--- src/rtl/demux_route_sequencer.sv ---
// demux_route_sequencer
// Upstream feeder for a 1-to-16 demultiplexer stage. Routing requests
// (bit, destination) are accepted over valid/ready into a small FIFO and
// replayed onto the demux data/selector pins. Each route is held for HOLD
// cycles, and a guard cycle follows it so the selector never moves while
// the demux data input is high.
//
// Optional feature: define DEMUX_ROUTE_SEQUENCER_STATS_EN to add the
// sent_count[7:0] output, which counts completed routes and wraps at 255.
//
// Ports:
//   clk, rst          clock, synchronous active-high reset
//   req_valid/ready   request handshake (ready is combinational on rst)
//   req_bit/req_dest  data bit and destination index of the request
//   dmx_in            demux data input
//   dmx_selector      demux selector
//   dmx_strobe        high while a route is being driven
//   busy              sequencer active or requests buffered
//   fifo_count        current FIFO occupancy
//   sent_count        completed routes (stats build only)
module demux_route_sequencer #(
  parameter int unsigned DEPTH = 4,
  parameter int unsigned HOLD  = 2,
  parameter int unsigned SEL_W = 4
) (
  input  logic                       clk,
  input  logic                       rst,
  input  logic                       req_valid,
  output logic                       req_ready,
  input  logic                       req_bit,
  input  logic [SEL_W-1:0]           req_dest,
  output logic                       dmx_in,
  output logic [SEL_W-1:0]           dmx_selector,
  output logic                       dmx_strobe,
  output logic                       busy,
  output logic [$clog2(DEPTH):0]     fifo_count
`ifdef DEMUX_ROUTE_SEQUENCER_STATS_EN
  ,
  output logic [7:0]                 sent_count
`endif
);

  localparam int unsigned PTR_W  = $clog2(DEPTH);
  localparam int unsigned CNT_W  = PTR_W + 1;
  localparam int unsigned ENT_W  = SEL_W + 1;
  localparam int unsigned HCNT_W = (HOLD > 1) ? $clog2(HOLD) : 1;

  typedef enum logic [1:0] {
    IDLE  = 2'd0,
    DRIVE = 2'd1,
    GAP   = 2'd2
  } state_t;

  // FIFO storage: entry = {bit, dest}
  logic [ENT_W-1:0] mem [DEPTH];
  logic [PTR_W-1:0] wr_ptr;
  logic [PTR_W-1:0] rd_ptr;
  logic [ENT_W-1:0] head;

  logic push;
  logic pop;

  state_t              state;
  state_t              state_nxt;
  logic [HCNT_W-1:0]   hold_cnt;
  logic [HCNT_W-1:0]   hold_nxt;
  logic                in_nxt;
  logic [SEL_W-1:0]    sel_nxt;
  logic                strobe_nxt;
  logic                busy_nxt;
  logic [CNT_W-1:0]    count_nxt;
  logic                route_done;

  // Ready depends only on registered occupancy; a full FIFO refuses a push
  // even when a pop happens on the same edge.
  assign req_ready = !rst && (fifo_count != CNT_W'(DEPTH));
  assign push      = req_valid && req_ready;
  assign head      = mem[rd_ptr];

  // FIFO data array (pointers flushed by reset, contents need no reset)
  always_ff @(posedge clk) begin
    if (push) begin
      mem[wr_ptr] <= {req_bit, req_dest};
    end
  end

  // State register plus registered outputs and FIFO bookkeeping
  always_ff @(posedge clk) begin
    if (rst) begin
      state        <= IDLE;
      hold_cnt     <= '0;
      dmx_in       <= 1'b0;
      dmx_selector <= '0;
      dmx_strobe   <= 1'b0;
      busy         <= 1'b0;
      fifo_count   <= '0;
      wr_ptr       <= '0;
      rd_ptr       <= '0;
    end else begin
      state        <= state_nxt;
      hold_cnt     <= hold_nxt;
      dmx_in       <= in_nxt;
      dmx_selector <= sel_nxt;
      dmx_strobe   <= strobe_nxt;
      busy         <= busy_nxt;
      fifo_count   <= count_nxt;
      if (push) wr_ptr <= wr_ptr + PTR_W'(1);
      if (pop)  rd_ptr <= rd_ptr + PTR_W'(1);
    end
  end

  // Next-state logic and pop decision
  always_comb begin
    state_nxt  = state;
    pop        = 1'b0;
    route_done = 1'b0;
    case (state)
      IDLE, GAP: begin
        if (fifo_count != '0) begin
          pop       = 1'b1;
          state_nxt = DRIVE;
        end else begin
          state_nxt = IDLE;
        end
      end
      DRIVE: begin
        if (hold_cnt == '0) begin
          route_done = 1'b1;
          state_nxt  = GAP;
        end
      end
      default: state_nxt = IDLE;
    endcase
  end

  // Next values of the registered outputs
  always_comb begin
    in_nxt     = 1'b0;
    sel_nxt    = dmx_selector;
    strobe_nxt = 1'b0;
    hold_nxt   = hold_cnt;
    if (pop) begin
      // Selector only moves here; dmx_in is 0 in IDLE and GAP.
      in_nxt     = head[ENT_W-1];
      sel_nxt    = head[SEL_W-1:0];
      strobe_nxt = 1'b1;
      hold_nxt   = HCNT_W'(HOLD - 1);
    end else if (state == DRIVE && !route_done) begin
      in_nxt     = dmx_in;
      strobe_nxt = 1'b1;
      hold_nxt   = hold_cnt - HCNT_W'(1);
    end

    case ({push, pop})
      2'b10:   count_nxt = fifo_count + CNT_W'(1);
      2'b01:   count_nxt = fifo_count - CNT_W'(1);
      default: count_nxt = fifo_count;
    endcase

    busy_nxt = (state_nxt != IDLE) || (count_nxt != '0);
  end

`ifdef DEMUX_ROUTE_SEQUENCER_STATS_EN
  // Completed-route counter; a route cut short by reset never reaches GAP.
  always_ff @(posedge clk) begin
    if (rst) begin
      sent_count <= 8'd0;
    end else if (route_done) begin
      sent_count <= sent_count + 8'd1;
    end
  end
`endif

endmodule

--- config.mk ---
export PLATFORM = sky130hd
export DESIGN_NAME = demux_route_sequencer
export DESIGN_NICKNAME = d
export VERILOG_FILES = /design/src/rtl/demux_route_sequencer.sv
export SDC_FILE = /design/constraint.sdc
export NUM_CORES = 1
export LEC_CHECK = 0
export ABC_AREA = 1
export CAP_MARGIN = 20
export CORE_UTILIZATION = 58
export CTS_CLUSTER_DIAMETER = 150
export DETAILED_ROUTE_END_ITERATION = 8
export HOLD_SLACK_MARGIN = 0.15
export PLACE_DENSITY = 0.82
export SKIP_LAST_GASP = 1
export SLEW_MARGIN = 20
export SYNTH_ARGS = -nofsm -noshare
export SYNTH_HDL_FRONTEND = slang
export SYNTH_SLANG_ARGS = --single-unit
--- constraint.sdc ---
create_clock -name clk -period 3.99 [get_ports clk]
set_clock_uncertainty 0.2 [all_clocks]
set_input_delay 1.197 -clock clk [delete_from_list [all_inputs] [get_ports clk]]
set_output_delay 1.197 -clock clk [all_outputs]
set_load 0.01 [all_outputs]
== Word level (Yosys, flattened, before mapping) ==
Memories as Yosys holds them, arrays and structs flattened. A register that Yosys moved wholly into a read port is not among the register bits.
Index checks and enable logic that the tools add are counted.

* Output and inout bits: 11
* Register bits: 17
* Bits in writable memories: 20
* Memories kept: 1

* Mux-type cells: 18
* Equality and inequality tests: 6
* $add $sub $neg: 5
* Reduce and logical (&&, ||, !) cells: 12

{| class="wikitable"
|+ Memory list
! name !! depth !! bits a word !! read ports !! clocked after Yosys merged registers in !! wr ports !! RTL line !! text
|-
| mem || 4 || 5 || 1 || 1 || 1 || 55 || <nowiki>logic [ENT_W-1:0] mem [DEPTH];</nowiki>
|}

{| class="wikitable"
|+ Operator list
! kind !! number
|-
| $mux W1 || 13
|-
| $mux W2 || 3
|-
| $pmux W3 S2 || 1
|-
| $reduce_bool A3 Y1 || 2
|-
| $add A2 B1 Y2 const B || 2
|-
| $eq A2 B1 Y1 const B || 2
|-
| $eq A2 B2 Y1 const B || 2
|-
| $pmux W2 S2 || 1
|-
| $reduce_bool A2 Y1 || 2
|-
| $add A3 B1 Y3 const B || 1
|-
| $logic_and A1 B1 Y1 || 3
|-
| $ne A3 B3 Y1 const B || 1
|-
| $sub A3 B1 Y3 const B || 1
|-
| $logic_not A1 Y1 || 2
|-
| $logic_not A2 Y1 || 1
|-
| $ne A2 B2 Y1 const B || 1
|-
| $reduce_or A2 Y1 || 1
|-
| $logic_or A1 B1 Y1 || 1
|-
| $sub A1 B1 Y1 const B || 1
|}

== Longest topological paths before layout ==
* Depth in word-level cells: 7
* Gate-level depth with buffers: 13
* Gate-level depth less buffers: 13

== Worst setup path before layout ==
OpenSTA, ideal clock, no wires.

* Kind: input to output
* Start point: input rst
* End point: output req_ready
* Stages on the path: 2
* Setup slack: 970 ps
* Required time: 2593 ps
* Arrival time: 1623 ps
* Path through: buf_4 a21oi_1

* Longest elaborated chain between the ends: 2

{| class="wikitable"
|+ RTL lines
! item !! RTL line !! text
|-
| start: declaration || 27 || <nowiki>input logic rst,</nowiki>
|-
| $logic_not A1 Y1 || 76 || <nowiki>assign req_ready = !rst && (fifo_count != CNT_W'(DEPTH));</nowiki>
|-
| $logic_and A1 B1 Y1 || 76 ||
|-
| end: declaration || 29 || <nowiki>output logic req_ready,</nowiki>
|}

Every way passes these cells.

== Final worst setup path ==
Ends and elaborated chain as after synthesis.

==> flow_summary.ini <==
[sta]
rsz0062_at_grt = false
max_slew.worst_pin.slew_ns = 0.4873
fmax_mhz = 256.3
fin_hold_ws_ns = 0.3083
setup_viol = 0
fin_crit_sh_pct = 97.77
fin_tns_setup_ns = 0
hold_violations = 0
setup_slack_ns = 0.08896
final.min_clock_period_ns = 3.901
drv_slew = 0
slew_headroom_pct = 67.40

[logic_synthesis]
ys_types = 21
synth-seq-cells = 39
syn-cell-area_sq_um = 1640
ys_seq_area_share_pct = 59.80
yosysWarnings = 0
synthCells = 172
avgSynthCellArea_sq_um = 9.537
synth_nets = 186

[critical_path]
start_kind = input pin
worstSetupEndpoint = req_ready
r2r_cells = 12
cp.required_ns = 2.59
critPathCaptureType = output pin
max_stage_delay_ns = 0.59
path_class = input pin to output pin
crit_chain = clkdlybuf4s50_1, a21oi_1, clkdlybuf4s50_1
crit_path_top_delay_cell = clkdlybuf4s50_1
rr_startpoint = fifo_count[2]$_SDFF_PP0_
cp_max_fo = 3
timing.rr.end = busy$_SDFF_PP0_
startpoint = rst
rrSetupSlack_ns = 1.46
worstPathArrival_ns = 2.50
cpMostUsedCell = clkdlybuf4s50_1

[clock_tree]
path_clk_slew_ns = 0.11
htree_levels = 2
cts-resized-gates = 0
numCtsBuffers = 5
cts.sinks = 39
cts_tree = done
clockBufferDepth = 2
clockRootBuffer = clkbuf_4
post_cts_buffers = 0
hold_buffers = 0
clock_latency_ns = 0.35

[cells_and_area]
drive_gt1_share_pct = 8.673
layout.nets = 209
fin_util_pct = 73.73
diodes = 0
syn2layout_area_growth_pct = 15.41

[global_route]
antenna_found_initial = 0
grt_pass1_wl_um = 4616
grt_pass1_vias = 1052
overflow = 0
track_usage_pct = 23.44
grt_max_degree = 12

[detailed_routing]
ant_nets = 0
viasPerCell = 5.217
wl_per_cell_um = 13.19
vias = 1179
totalWireLength_um = 2982
drtPass1Iterations = 5
drt_iter0_markers = 49
drcViolationCount = 0

[die]
die_h_um = 55.18
core-area_sq_um = 2567
io_pins = 19
dieWidth_um = 55.18
core.rowCount = 18
die-area_sq_um = 3045
initial_core_util_pct = 63.89

[placed_design]
hpwl_um = 2172
pre_cts_ws_ns = 0.1299
gp_congestion = 0.7869
io_buffers = 18

[run]
max_cap_viol_count = 0

[pwr]
p_total_mw = 1.333
peakVddDrop_v = 0.0006979
power_leakage_nw = 0.8015
p_per_area_nw_per_um2 = 704.2

[status]
status = finished clean

[min_path]
hp-class = flip-flop to flip-flop
## stage by stage
stage	area, sq um	std cells
6_report	1893	226
5_1_grt	1893	226
4_1_cts	1893	226
3_5_place_dp	1839	218
3_3_place_gp	1839	218
2_1_floorplan	1640	172
## Yosys cell counts (all sizes together)
cell,instances,area [sq um]
nand3,11,65.06
xor2,1,8.760
a21oi,7,38.79
o21ai,15,82.58
fa,1,20.02
nand4,1,6.260
buf,3,26.27
nand2,26,102.6
ha,5,62.56
xnor2,1,8.760
edfxtp,20,600.6
inv,29,111.4
nor2,33,126.4
dfxtp,19,380.4
## metal layers
layer	part of all wire (%)	global-route usage, %	vias to the layer above
met4	0.87	7.083	0
li1	-	-	592
met3	6.9	10.66	3
met5	0	0	-
met1	43	28.42	543
met2	49	37.35	41
## sequential cells by signal, indices dropped and copies added, names as in the netlist, named ones only
signal,cells
state,2
hold_cnt,1
wr_ptr,2
busy,1
dmx_in,1
rd_ptr,2
fifo_count,3
mem,20
dmx_selector,4
dmx_strobe,1
## area by class of cell
| class | count | area [sq um] |
|---|---|---|
| sequential | 39 | 980.9 |
| clock inverter | 1 | 5.005 |
| clock buffer | 7 | 48.80 |
| fill | 182 | 674.4 |
| multi-input combinational | 101 | 521.8 |
| inverter | 29 | 111.4 |
| tap | 30 | 37.54 |
| timing repair buffer | 19 | 187.7 |
## worst max-delay path, delay by kind of cell
| family | cells | cell delay [ns] |
|---|---|---|
| buf+inv | 2 | 1.05 |
| compound gates | 1 | 0.26 |
## where the power goes
part           leakage (nW)  switching, mW  internal [mW]  total [mW]
logic                 0.430          0.327          0.229       0.557
registers             0.339         0.0694          0.510       0.580
clock network        0.0327          0.121         0.0755       0.197
## cells in the final DEF (no fill, tap or decap)
cell type        count
edfxtp_1            20
nand2_2              2
xor2_1               1
clkbuf_4             6
buf_4                1
fa_1                 1
nor2_2               1
a21oi_2              1
o21ai_2              2
a21oi_1              6
clkdlybuf4s50_1     18
nand3_2              2
o21ai_0             13
dfxtp_1             19
nand2_1             24
inv_4                1
ha_1                 5
clkinv_2             1
nand3_1              9
inv_1               28
nor2_1              32
clkbuf_1             1
nand4_1              1
xnor2_1              1
## cell families after synthesis
group	count (synthesis)	share of synthesized area, %
flops	39	59.80
fa+ha+maj	6	5.034
simple gates	71	18.31
compound gates	22	7.399
buf+inv	32	8.390
xor+xnor	2	1.068
## worst min path at each step
| stage | start | end | cells past startpoint |
|---|---|---|---|
| after floorplan | hold_cnt$_SDFFE_PP0P_ | hold_cnt$_SDFFE_PP0P_ | 2 |
| after CTS | hold_cnt$_SDFFE_PP0P_ | hold_cnt$_SDFFE_PP0P_ | 2 |
| after detailed placement | hold_cnt$_SDFFE_PP0P_ | hold_cnt$_SDFFE_PP0P_ | 2 |
| final | hold_cnt$_SDFFE_PP0P_ | hold_cnt$_SDFFE_PP0P_ | 2 |
| after global routing | hold_cnt$_SDFFE_PP0P_ | hold_cnt$_SDFFE_PP0P_ | 2 |
| after global placement | hold_cnt$_SDFFE_PP0P_ | hold_cnt$_SDFFE_PP0P_ | 2 |
Note: power is estimated with default switching activity, not from simulation.
